===== src/rtl/tff_arb_pkg.sv =====
// Shared encodings for the T flip-flop bank arbiter.
package tff_arb_pkg;

   // Requester operation encoding
   localparam logic OP_LOAD   = 1'b0;
   localparam logic OP_TOGGLE = 1'b1;

   // Owner / round-robin pointer encoding
   localparam logic OWN_A = 1'b0;
   localparam logic OWN_B = 1'b1;

   typedef enum logic [1:0] {
      StIdle  = 2'd0,
      StLockA = 2'd1,
      StLockB = 2'd2
   } arb_state_e;

endpackage


===== src/rtl/t_ff_bank.sv =====
// Bank of W T flip-flops with a shared enable and synchronous active-high reset.
module t_ff_bank #(
   parameter int unsigned W = 4
) (
   input  logic         clk,
   input  logic         rst,
   input  logic         en,
   input  logic [W-1:0] t,
   output logic [W-1:0] q
);

   logic [W-1:0] q_q;
   logic [W-1:0] q_d;

   // Toggle every bit whose enable is set
   always_comb begin
      q_d = q_q;
      if (en) begin
         q_d = q_q ^ t;
      end
   end

   // Bank state register
   always_ff @(posedge clk) begin
      if (rst) begin
         q_q <= '0;
      end else begin
         q_q <= q_d;
      end
   end

   assign q = q_q;

endmodule


===== src/rtl/tff_bank_arbiter.sv =====
// Round-robin arbiter sharing one T flip-flop bank between requesters A and B,
// with an optional bounded lock that keeps ownership for back-to-back grants.
module tff_bank_arbiter
   import tff_arb_pkg::*;
#(
   parameter int unsigned W        = 4,
   parameter int unsigned MAX_LOCK = 3
) (
   input  logic         clk,
   input  logic         rst,
   input  logic         req_a,
   input  logic         op_a,
   input  logic [W-1:0] data_a,
   input  logic         lock_a,
   output logic         gnt_a,
   input  logic         req_b,
   input  logic         op_b,
   input  logic [W-1:0] data_b,
   input  logic         lock_b,
   output logic         gnt_b,
   output logic [W-1:0] q,
   output logic         upd,
   output logic         owner
);

   // Counter holds grants already taken in the current lock: 1..MAX_LOCK-1
   localparam int unsigned CntW = (MAX_LOCK > 1) ? $clog2(MAX_LOCK) : 1;
   localparam logic [CntW-1:0] CntLast = CntW'(MAX_LOCK - 1);

   arb_state_e    state_q, state_d;
   logic [CntW-1:0] cnt_q, cnt_d;
   logic          ptr_q, ptr_d;
   logic          owner_q, owner_d;
   logic          upd_q, upd_d;

   logic          bank_en;
   logic          sel_op;
   logic [W-1:0]  sel_data;
   logic [W-1:0]  bank_t;

   // Grant decision and FSM next state; reset suppresses every grant
   always_comb begin
      state_d = state_q;
      cnt_d   = cnt_q;
      ptr_d   = ptr_q;
      gnt_a   = 1'b0;
      gnt_b   = 1'b0;
      if (!rst) begin
         unique case (state_q)
            StIdle: begin
               if (req_a && (!req_b || ptr_q == OWN_B)) begin
                  gnt_a = 1'b1;
               end else if (req_b) begin
                  gnt_b = 1'b1;
               end
               if (gnt_a) begin
                  ptr_d = OWN_A;
                  if (lock_a && MAX_LOCK > 1) begin
                     state_d = StLockA;
                     cnt_d   = CntW'(1);
                  end
               end
               if (gnt_b) begin
                  ptr_d = OWN_B;
                  if (lock_b && MAX_LOCK > 1) begin
                     state_d = StLockB;
                     cnt_d   = CntW'(1);
                  end
               end
            end
            StLockA: begin
               gnt_a = req_a;
               if (req_a && lock_a && cnt_q < CntLast) begin
                  cnt_d = cnt_q + 1'b1;
               end else begin
                  // Lock ends: hand the next tie to B
                  state_d = StIdle;
                  cnt_d   = '0;
                  ptr_d   = OWN_A;
               end
            end
            StLockB: begin
               gnt_b = req_b;
               if (req_b && lock_b && cnt_q < CntLast) begin
                  cnt_d = cnt_q + 1'b1;
               end else begin
                  state_d = StIdle;
                  cnt_d   = '0;
                  ptr_d   = OWN_B;
               end
            end
            default: begin
               state_d = StIdle;
               cnt_d   = '0;
            end
         endcase
      end
   end

   // Granted operation converted to toggle enables; a load uses T = D ^ q
   always_comb begin
      bank_en  = gnt_a | gnt_b;
      sel_op   = gnt_b ? op_b : op_a;
      sel_data = gnt_b ? data_b : data_a;
      bank_t   = (sel_op == OP_TOGGLE) ? sel_data : (sel_data ^ q);
      upd_d    = bank_en;
      owner_d  = owner_q;
      if (gnt_a) begin
         owner_d = OWN_A;
      end else if (gnt_b) begin
         owner_d = OWN_B;
      end
   end

   // Arbiter state, pointer and status registers
   always_ff @(posedge clk) begin
      if (rst) begin
         state_q <= StIdle;
         cnt_q   <= '0;
         ptr_q   <= OWN_B;
         owner_q <= OWN_B;
         upd_q   <= 1'b0;
      end else begin
         state_q <= state_d;
         cnt_q   <= cnt_d;
         ptr_q   <= ptr_d;
         owner_q <= owner_d;
         upd_q   <= upd_d;
      end
   end

   t_ff_bank #(
      .W (W)
   ) u_bank (
      .clk (clk),
      .rst (rst),
      .en  (bank_en),
      .t   (bank_t),
      .q   (q)
   );

   assign upd   = upd_q;
   assign owner = owner_q;

endmodule


===== config.mk =====
export PLATFORM = sky130hd
export DESIGN_NAME = tff_bank_arbiter
export DESIGN_NICKNAME = d
export VERILOG_FILES = /design/src/rtl/tff_arb_pkg.sv /design/src/rtl/t_ff_bank.sv /design/src/rtl/tff_bank_arbiter.sv
export SDC_FILE = /design/constraint.sdc
export NUM_CORES = 1
export LEC_CHECK = 0
export ABC_AREA = 1
export BUFFER_PORTS_ARGS = -buffer_cell sky130_fd_sc_hd__buf_2
export CAP_MARGIN = 25
export CORE_UTILIZATION = 45
export CTS_CLUSTER_SIZE = 40
export DETAILED_ROUTE_END_ITERATION = 10
export GPL_TIMING_DRIVEN = 0
export PLACE_DENSITY = 0.72
export RECOVER_POWER = 50
export SLEW_MARGIN = 20
export SYNTH_ARGS = -nofsm -noshare
export SYNTH_HDL_FRONTEND = slang
export SYNTH_SLANG_ARGS = --single-unit

===== constraint.sdc =====
create_clock -name clk -period 1.99 [get_ports clk]
set_clock_uncertainty 0.15 [all_clocks]
set_input_delay 0.398 -clock clk [delete_from_list [all_inputs] [get_ports clk]]
set_output_delay 0.398 -clock clk [all_outputs]
set_load 0.02 [all_outputs]

### Word level (Yosys, flattened, before mapping)

Index checks and enable logic that the tools add are counted.

* register bits: 11
* input bits: 16
* output and inout bits: 8
* logic and storage cells: 63

* $add $sub $neg: 1
* magnitude comparators: 1
* equality and inequality tests: 5
* muxes and demuxes: 35
* bitwise gates (word level): 3
* reduce and logical (&&, ||, !) cells: 12

Operator list (number)
* 2-bit 2-to-1 mux: 12
* 1-bit 2-to-1 mux: 16
* 2-bit one-hot mux with 3 select lines: 2
* 4-bit 2-to-1 mux: 2
* 4-bit bitwise XOR: 2
* 1-bit logical AND: 5
* 2-bit != test (second input constant): 2
* 1-bit one-hot mux with 2 select lines: 2
* 4-bit AND reduction: 1
* 3-bit != test (second input constant): 1
* 1-bit one-hot mux with 3 select lines: 1
* 3-bit nonzero test: 1
* 2-bit by 1-bit adder with 2-bit output (second input constant): 1
* 2-bit by 1-bit == test with 1-bit output (second input constant): 1
* 2-bit == test (second input constant): 1
* 2-bit logical NOT: 1
* 2-bit < comparator (second input constant): 1
* 2-bit AND reduction: 1
* 2-bit nonzero test: 1
* 1-bit logical NOT: 1
* 1-bit logical OR: 1
* 1-bit bitwise OR: 1

### Longest topological paths before layout

Gate-level depths: netlist of the first run.

* word-level depth: 12
* depth in mapped cells: 12
* mapped depth without buffers: 12

### By module

A second synthesis of the first run with hierarchy kept.

* cells, all modules: 154
* area, all modules: 913.4 um^2

By module, submodules not included
* tff_bank_arbiter: times used 1, cells an instance 132, area each 743.2 um^2, sequential area each 140.1 um^2
* t_ff_bank: times used 1, cells an instance 22, area each 170.2 um^2, sequential area each 80.1 um^2

### Worst setup path before layout of the first run

OpenSTA, ideal clock, no wires.

* path type: register -> register
* from: reg state_q[1]
* to: reg u_bank.q_q[0] (netlist: u_bank.q[0])
* setup time: 114 ps
* arrival time: 1380 ps
* required time: 1726 ps
* setup slack: 346 ps
* cell stages (with the launch flop): 12
* buffers on the path: 0
* period minus slack after synthesis: 1644 ps
* cells stage by stage: dfxtp_1 inv_1 ha_1 nand2_1 nand2_1 nand2_1 inv_1 nand2_1 nand2_1 nand2_1 nor2_1 nor2_2

* elaborated cells between the ends (all ways): 13
* classes of those cells: eq/ne (2); mux (7); bitwise (3); reduce/logical (1)

RTL lines
* start, declared: RTL line tff_bank_arbiter.sv:30 `arb_state_e state_q, state_d;`
* start signal, assigned: RTL line tff_bank_arbiter.sv:118 `state_q <= StIdle;`
* start signal, assigned: RTL line tff_bank_arbiter.sv:124 `state_q <= state_d;`
* 2-bit by 1-bit == test with 1-bit output / 2-bit logical NOT (equally long branches): RTL line tff_bank_arbiter.sv:49 `unique case (state_q)`
* 1-bit one-hot mux with 2 select lines *: RTL line tff_bank_arbiter.sv:49
* 1-bit 2-to-1 mux *: RTL line tff_bank_arbiter.sv:48 `if (!rst) begin`
* net gnt_a: RTL line tff_bank_arbiter.sv:15 `output logic gnt_a,`
* 1-bit bitwise OR *: RTL line tff_bank_arbiter.sv:102 `bank_en = gnt_a | gnt_b;`
* end signal, assigned: RTL line t_ff_bank.sv:28 `q_q <= q_d;`
* end, declared: RTL line t_ff_bank.sv:12 `logic [W-1:0] q_q;`

Mark *: on every way through the listed nets, which the timed path passes. The rest lies on a longest branch.
A chain may end at the register's enable or synchronous reset.

### Worst setup path in the final report of the first run

* from: reg state_q[1]
* to: out gnt_b

* longest elaborated chain between the ends: 3
* elaborated cells between the ends (all ways): 4
* classes of those cells: eq/ne (1); mux (2); reduce/logical (1)

Ends and longest elaborated chain
* 2-bit == test / 2-bit logical NOT (equally long branches): RTL line tff_bank_arbiter.sv:49
* 1-bit one-hot mux with 2 select lines *: RTL line tff_bank_arbiter.sv:49
* 1-bit 2-to-1 mux *: RTL line tff_bank_arbiter.sv:48
* end, declared: RTL line tff_bank_arbiter.sv:20 `output logic gnt_b,`

Every way passes the cells marked *; elsewhere a longest branch is shown, timed or not.

==> results of run 1 <==
[synthesized netlist by cell type, drive strengths merged]
cell type,number,share of area [%]
nand4,1,0.86
o31ai,1,1.0
clkinv,1,0.69
nor2,11,7.0
inv,20,10
o21a,1,1.0
a21oi,7,5.3
nor3,1,0.69
or2,1,0.86
nand2,43,26
dfxtp,11,30
nand3,9,6.2
a22oi,1,1.0
o21ai,2,1.4
o22ai,1,0.86
ha,4,6.9
[repair_timing]
| item | CTS | global route |
|---|---|---|
| resized for setup | 7 | 5 |
| hold endpoints to repair | 0 | 0 |
| endpoints found under the setup margin | 2 | 2 |
[flip-flops by register name (all words and copies together) (netlist names)]
register / cells
ptr_q: 1
cnt_q: 2
u_bank.q: 4
state_q: 2
owner: 1
upd: 1
[cell families after synthesis]
family	Yosys count
AO/OA/AOI/OAI	13
adder cells (fa/ha/maj)	4
buffers and inverters	21
flip-flops	11
AND/OR/NAND/NOR	66
[final timing paths]
check / end / start / cells after the start
worst max-delay path: gnt_b / state_q[1] / 7
worst min-delay path: state_q[1] / rst / 2
worst max register to register: ptr_q / state_q[0] / 8
worst min register to register: cnt_q[1] / cnt_q[0] / 2
[worst max-delay path, stage by stage, from the launching register on]
cell	delay, ns
dfxtp_4	0.37
inv_2	0.08
ha_4	0.17
nand2_2	0.07
nand2_4	0.08
nand2_4	0.09
inv_4	0.08
buf_2	0.16
[cell type report]
class	count	area share [%]
Multi-Input combinational cell	83	49.3
Timing Repair Buffer	23	11.8
Clock buffer	4	2.89
Inverter	21	8.95
Tap cell	16	2.20
Sequential cell	11	24.8
[placed cells by master, fill, tap and decap left out]
master	netlist	layout
a21oi_1	6	6
a21oi_2	1	1
a22oi_1	1	1
buf_2	0	17
clkbuf_1	0	7
clkbuf_4	0	3
dfxtp_1	11	9
dfxtp_2	0	1
dfxtp_4	0	1
ha_1	4	2
ha_2	0	1
ha_4	0	1
inv_1	19	16
inv_2	1	4
inv_4	0	1
nand2_1	39	37
nand2_2	1	3
nand2_4	3	3
nand3_1	9	9
nand4_1	1	1
nor2_1	7	7
nor2_2	4	4
nor3_1	1	1
o21a_1	1	1
o21ai_0	2	2
o22ai_1	1	1
o31ai_1	1	1
or2_2	1	1
[power by group through the flow]
| stage | Clock, mW | Combinational, mW | Sequential (mW) |
|---|---|---|---|
| floorplan | 0 | 0.131 | 0.285 |
| global placement | 0 | 0.207 | 0.266 |
| detailed placement | 0 | 0.211 | 0.267 |
| CTS | 0.161 | 0.219 | 0.262 |
| global route | 0.173 | 0.245 | 0.266 |
| finish | 0.153 | 0.218 | 0.263 |
[per-stage QoR]
step           util [%]  power [mW]  hold slack [ns]
3_5_place_dp       57.3       0.478            0.298
4_1_cts            60.4       0.642            0.206
6_report           60.3       0.634            0.212
2_1_floorplan         -       0.416            0.286
3_3_place_gp       57.3       0.473            0.292
5_1_grt            60.3       0.684            0.217
[layer usage]
layer	vias to the layer above	wire, um	global-route usage (%)
met2	28	670	30.5
li1	411	-	-
met1	332	758	24.5
met3	4	108	6.03
met4	0	19	8.75
met5	-	0	0
==> impl_metrics.env, run 1 <==
export IMPL_final_area_um2=908
export IMPL_setup_viol=0
export IMPL_cts_max_level=1
export IMPL_post_place_ws_ns=0.173
export IMPL_cp_required_ns=1.44
export IMPL_period_share_pct=96.2
export IMPL_ys_seq_area_share_pct=30.2
export IMPL_ys_ff_latch=11
export IMPL_final_layout_size_suffix_gt1_share_pct=28.9
export IMPL_grt_pass1_vias=679
export IMPL_clockPowerShare_pct=24.2
export IMPL_status="finished clean"
export IMPL_dp_cells=154
export IMPL_antenna_found_initial=0
export IMPL_postCtsHoldBufs=0
export IMPL_cts_buffer_depth=2
export IMPL_max_freq_ghz=0.522
export IMPL_cts_tree="yes"
export IMPL_finalNonFillerCells=158
export IMPL_startpoint_type="flop"
export IMPL_finalMaxSlewViolations=0
export IMPL_numCtsBuffers=3
export IMPL_port_buffers=23
export IMPL_ir_worst_vdd_mv=0.340
export IMPL_yosys_warnings=0
export IMPL_p_leak_nw=0.487
export IMPL_drc_errors=0
export IMPL_yosys_cell_types_count=21
export IMPL_vias_per_cell=4.91
export IMPL_layout_nets=163
export IMPL_syn_area_um2=728
export IMPL_synth_fa_ha_area_share_pct=6.87
export IMPL_p_int_mw=0.404
export IMPL_design_core_area_um2=1510
export IMPL_grt_start_max_net_pins=8
export IMPL_postCtsSetupBuffers=0
export IMPL_track_usage_pct=19.5
export IMPL_cp_end_kind="primary output"
export IMPL_power_density_nw_per_um2=698
export IMPL_wl_per_cell_um=9.85
export IMPL_synth_cells=115
export IMPL_grt_pass1_wl_um=2660
export IMPL_synth_nets=135
export IMPL_max_cap_violations=0
export IMPL_ioPinCount=24
export IMPL_synth_compound_area_share_pct=10.7
export IMPL_clock_root_buffer="clkbuf_4"
export IMPL_pwr_share_seq_pct=41.4
export IMPL_rsz0062_at_grt="no"
export IMPL_avgSynthCellArea_um2=6.33
export IMPL_synth_top_family_by_area="simple AND/OR/NAND/NOR gates"
export IMPL_num_rows=14
export IMPL_insertion_delay_ns=0.27
export IMPL_synth_xor_area_share_pct=0
export IMPL_fill_cells=155
export IMPL_sw_frac_of_total_pct=36.4
export IMPL_drt_iter0_markers=20
export IMPL_antenna_left=0
export IMPL_synthSimpleGateAreaFrac_pct=41.2
export IMPL_rrSetupSlack_ns=0.37
export IMPL_regArea_um2=225
export IMPL_first_pass_iters=4
export IMPL_synth_mux_area_fraction_pct=0
export IMPL_hold_viol=0
export IMPL_post_route_min_period_ns=1.91
export IMPL_setup_slack_ns=0.0758
export IMPL_hold_class="in2reg"
export IMPL_arrival_ns=1.37
export IMPL_hpwl_um=1200
export IMPL_vias=775
export IMPL_die_x_um=42.2
export IMPL_overflow=0
export IMPL_cts_reportedPaths_clkPinSlew_ns=0.08
export IMPL_cts_sinks=11
export IMPL_fp_dieH_um=42.2
export IMPL_dpl_cell_area_um2=863
export IMPL_area_delta_synth_final_pct=24.7
export IMPL_start_util_pct=48.3
export IMPL_power_switching_mw=0.231
export IMPL_drt_total_wl_um=1560
export IMPL_multi_input_area_um2=448
export IMPL_slew_headroom_pct=74.1
export IMPL_worstMarginPinSlew_ns=0.388
export IMPL_critPathKind="reg2out"
export IMPL_gp_congestion=0.850
export IMPL_diodes=0
export IMPL_die_area_um2=1780
export IMPL_power_frac_comb_pct=34.4
export IMPL_critPathMaxFanout=7
export IMPL_tns_ns=0
(Power assumes the default switching activity.)
==> run 2: changes to the inputs <==
ABC_AREA = default   (was 1)
==> run 2 against run 1 <==
Net effect: core utilization increased by 8.1 points; maximum frequency decreased by 0.70%; power increased by 9.8%; via count decreased by 1.3%; largest power group is now combinational cells; non-clock buffer count increased by 7; final area increased by 15%; clock power increased by 3%; worst hold slack improved by 0.10 ns; flip-flop and latch count unchanged; worst setup slack got worse by 0.013 ns; count of clock-buffer cells in the layout decreased by 1; critical path depth decreased by 1.
==> impl_metrics.env, run 2 <==
export IMPL_status="finished clean"
export IMPL_design_core_area_um2=1520
export IMPL_grt_pass1_wl_um=2870
export IMPL_clock_root_buffer="clkbuf_4"
export IMPL_max_cap_violations=0
export IMPL_overflow=0
export IMPL_yosys_warnings=0
export IMPL_fill_cells=142
export IMPL_cts_buffer_depth=2
export IMPL_regArea_um2=228
export IMPL_slowest_delay_ns=0.38
export IMPL_r2r_cells=8
export IMPL_p_leak_nw=0.473
export IMPL_synth_area_leader_cell="dfxtp_1"
export IMPL_ys_seq_area_share_pct=29.6
export IMPL_fin_util_pct=68.4
export IMPL_dp_cells=130
export IMPL_synth_edff_count=0
export IMPL_largest_register_ffs=4
export IMPL_yosys_top_cells_area="dfxtp_1, inv_1, ha_1, mux2i_1, nor2_1"
export IMPL_ys_ff_latch=11
export IMPL_gp_congestion=0.771
export IMPL_track_usage_pct=21.0
export IMPL_holdPathStages=3
export IMPL_layout_nets=145
export IMPL_grt_pass1_vias=705
export IMPL_worstMarginPinSlew_ns=0.486
export IMPL_period_share_pct=96.9
export IMPL_total_power_mw=0.697
export IMPL_hold_class="in2reg"
export IMPL_r2r_end="u_bank.q[2]"
export IMPL_cts_reportedPaths_clkPinSlew_ns=0.07
export IMPL_r2r_start="state_q[0]"
export IMPL_first_pass_iters=6
export IMPL_cp_top_family="flip-flops"
export IMPL_cp_required_ns=1.44
export IMPL_ys_async_sr_fraction_pct=0
export IMPL_numCtsBuffers=3
export IMPL_hpwl_um=1190
export IMPL_final_layout_size_suffix_gt1_share_pct=37.9
export IMPL_port_buffers=22
export IMPL_cp_end_kind="primary output"
export IMPL_die_x_um=42.7
export IMPL_cts_sinks=11
export IMPL_start_util_pct=48.9
export IMPL_synth_top_flop_cell="dfxtp_1"
export IMPL_critPathKind="reg2out"
export IMPL_setup_viol=0
export IMPL_critPathMaxFanout=4
export IMPL_cts_tree="yes"
export IMPL_cts_max_level=1
export IMPL_area_delta_synth_final_pct=40.0
export IMPL_syn_area_um2=744
export IMPL_synth_cells=92
export IMPL_finalMaxSlewViolations=0
export IMPL_vias_per_cell=5.46
export IMPL_hold_viol=0
export IMPL_ir_worst_vdd_mv=0.453
export IMPL_rrSetupSlack_ns=0.10
export IMPL_ioPinCount=24
export IMPL_multi_input_area_um2=551
export IMPL_slowest_stage="dfxtp_4"
export IMPL_arrival_ns=1.38
export IMPL_synth_nets=112
export IMPL_insertion_delay_ns=0.28
export IMPL_final_common_cell="buf_2"
export IMPL_antenna_found_initial=0
export IMPL_vias=765
export IMPL_power_density_nw_per_um2=668
export IMPL_wl_per_cell_um=13.6
export IMPL_startpoint_type="flop"
export IMPL_finalNonFillerCells=140
export IMPL_post_route_min_period_ns=1.93
export IMPL_fp_dieH_um=42.7
export IMPL_crit_chain="inv_2 > ha_4 > a21boi_4 > o21ai_4 > inv_1 > buf_4"
export IMPL_max_freq_ghz=0.519
export IMPL_num_rows=14
export IMPL_slew_headroom_pct=67.6
export IMPL_layout_common_cells="buf_2, inv_1, buf_4, nor2_1, dfxtp_1"
export IMPL_diodes=0
export IMPL_avgSynthCellArea_um2=8.09
export IMPL_grt_start_max_net_pins=11
export IMPL_rsz0062_at_grt="no"
export IMPL_yosysTopAreaCellShare_pct=29.6
export IMPL_die_area_um2=1820
export IMPL_hold_path_endpoint="owner"
export IMPL_drt_iter0_markers=11
export IMPL_antenna_left=0
export IMPL_yosys_cell_types_count=30
export IMPL_min_delay_start="req_b"
export IMPL_synth_commonest_cells="inv_1, dfxtp_1, nor2_1"
export IMPL_drt_total_wl_um=1900
export IMPL_yosysMostFrequentCell="inv_1"
export IMPL_drc_errors=0
export IMPL_crit_buf_inv=3
==> run 2: cell count changes after synthesis, sizes merged, moves of 5 or more <==
cell / previous run / this run
nand3: 9 / 2
nor4: 0 / 5
inv: 20 / 14
nand2: 43 / 5
==> run 2: per-layer routing <==
layer | wire (um) | vias up | share of wire, % | GRT usage (%)
li1 | - | 384 | - | -
met1 | 784 | 363 | 41 | 22.4
met2 | 1020 | 14 | 54 | 38.2
met3 | 71 | 4 | 3.7 | 6.38
met4 | 26 | 0 | 1.4 | 7.50
met5 | 0 | - | 0 | 0
==> run 2: cell families after synthesis <==
| group | synth area share, % |
|---|---|
| simple gates | 23.5 |
| mux | 5.38 |
| buf+inv | 8.57 |
| fa+ha+maj | 6.72 |
| xor+xnor | 4.71 |
| flops | 29.6 |
| compound gates | 21.5 |
==> run 2: worst max-delay path by stage <==
stage               cells past startpoint  slack [ns]          end       start
finish                                  6        0.06        gnt_b  state_q[0]
CTS                                     6       0.007        gnt_b  state_q[0]
floorplan                               4        0.11        gnt_a  state_q[0]
detailed placement                      7       -0.08  u_bank.q[3]  state_q[0]
global placement                        6       -0.05        gnt_b  state_q[0]
global route                            8       0.005  u_bank.q[2]  state_q[1]
==> run 2: cell type report <==
| class | instances | area share, % |
|---|---|---|
| multi-input combinational | 65 | 52.8 |
| sequential | 11 | 21.8 |
| timing repair buffer | 28 | 14.6 |
| inverter | 14 | 5.04 |
| clock buffer | 3 | 2.16 |
| tap | 16 | 1.92 |
| buffer | 2 | 1.08 |
| clock inverter | 1 | 0.480 |
==> run 2: power by group <==
group / switching, mW / internal, mW / leakage (nW)
Combinational: 0.151 / 0.122 / 0.363
Clock: 0.0822 / 0.0746 / 0.0177
Sequential: 0.0214 / 0.245 / 0.0921
==> run 2: worst register-to-register path, stage by stage, from the launching register on <==
cell	delay (ns)
dfxtp_4	0.38
inv_2	0.06
ha_4	0.18
a21boi_4	0.15
buf_4	0.15
o211a_4	0.26
a211oi_2	0.23
xor2_1	0.17
nor2_1	0.06
==> run 2: what timing repair did <==
item / in CTS / in global routing
hold buffers: 0 / 0
buffers inserted: 6 / 0
pin swaps: 3 / 3
gates resized for setup: 12 / 12
endpoints found under the setup margin: 6 / 6
==> run 2: stage by stage <==
step | setup WS (ns) | hold slack, ns | cell area [um2] | setup TNS (ns)
after floorplan | 0.106 | 0.354 | 744 | 0
after global placement | -0.0490 | 0.353 | 875 | -0.198
after detailed placement | -0.0789 | 0.361 | 875 | -0.359
after CTS | 0.00674 | 0.299 | 997 | 0
after global routing | 0.00530 | 0.324 | 1040 | 0
final | 0.0624 | 0.313 | 1040 | 0
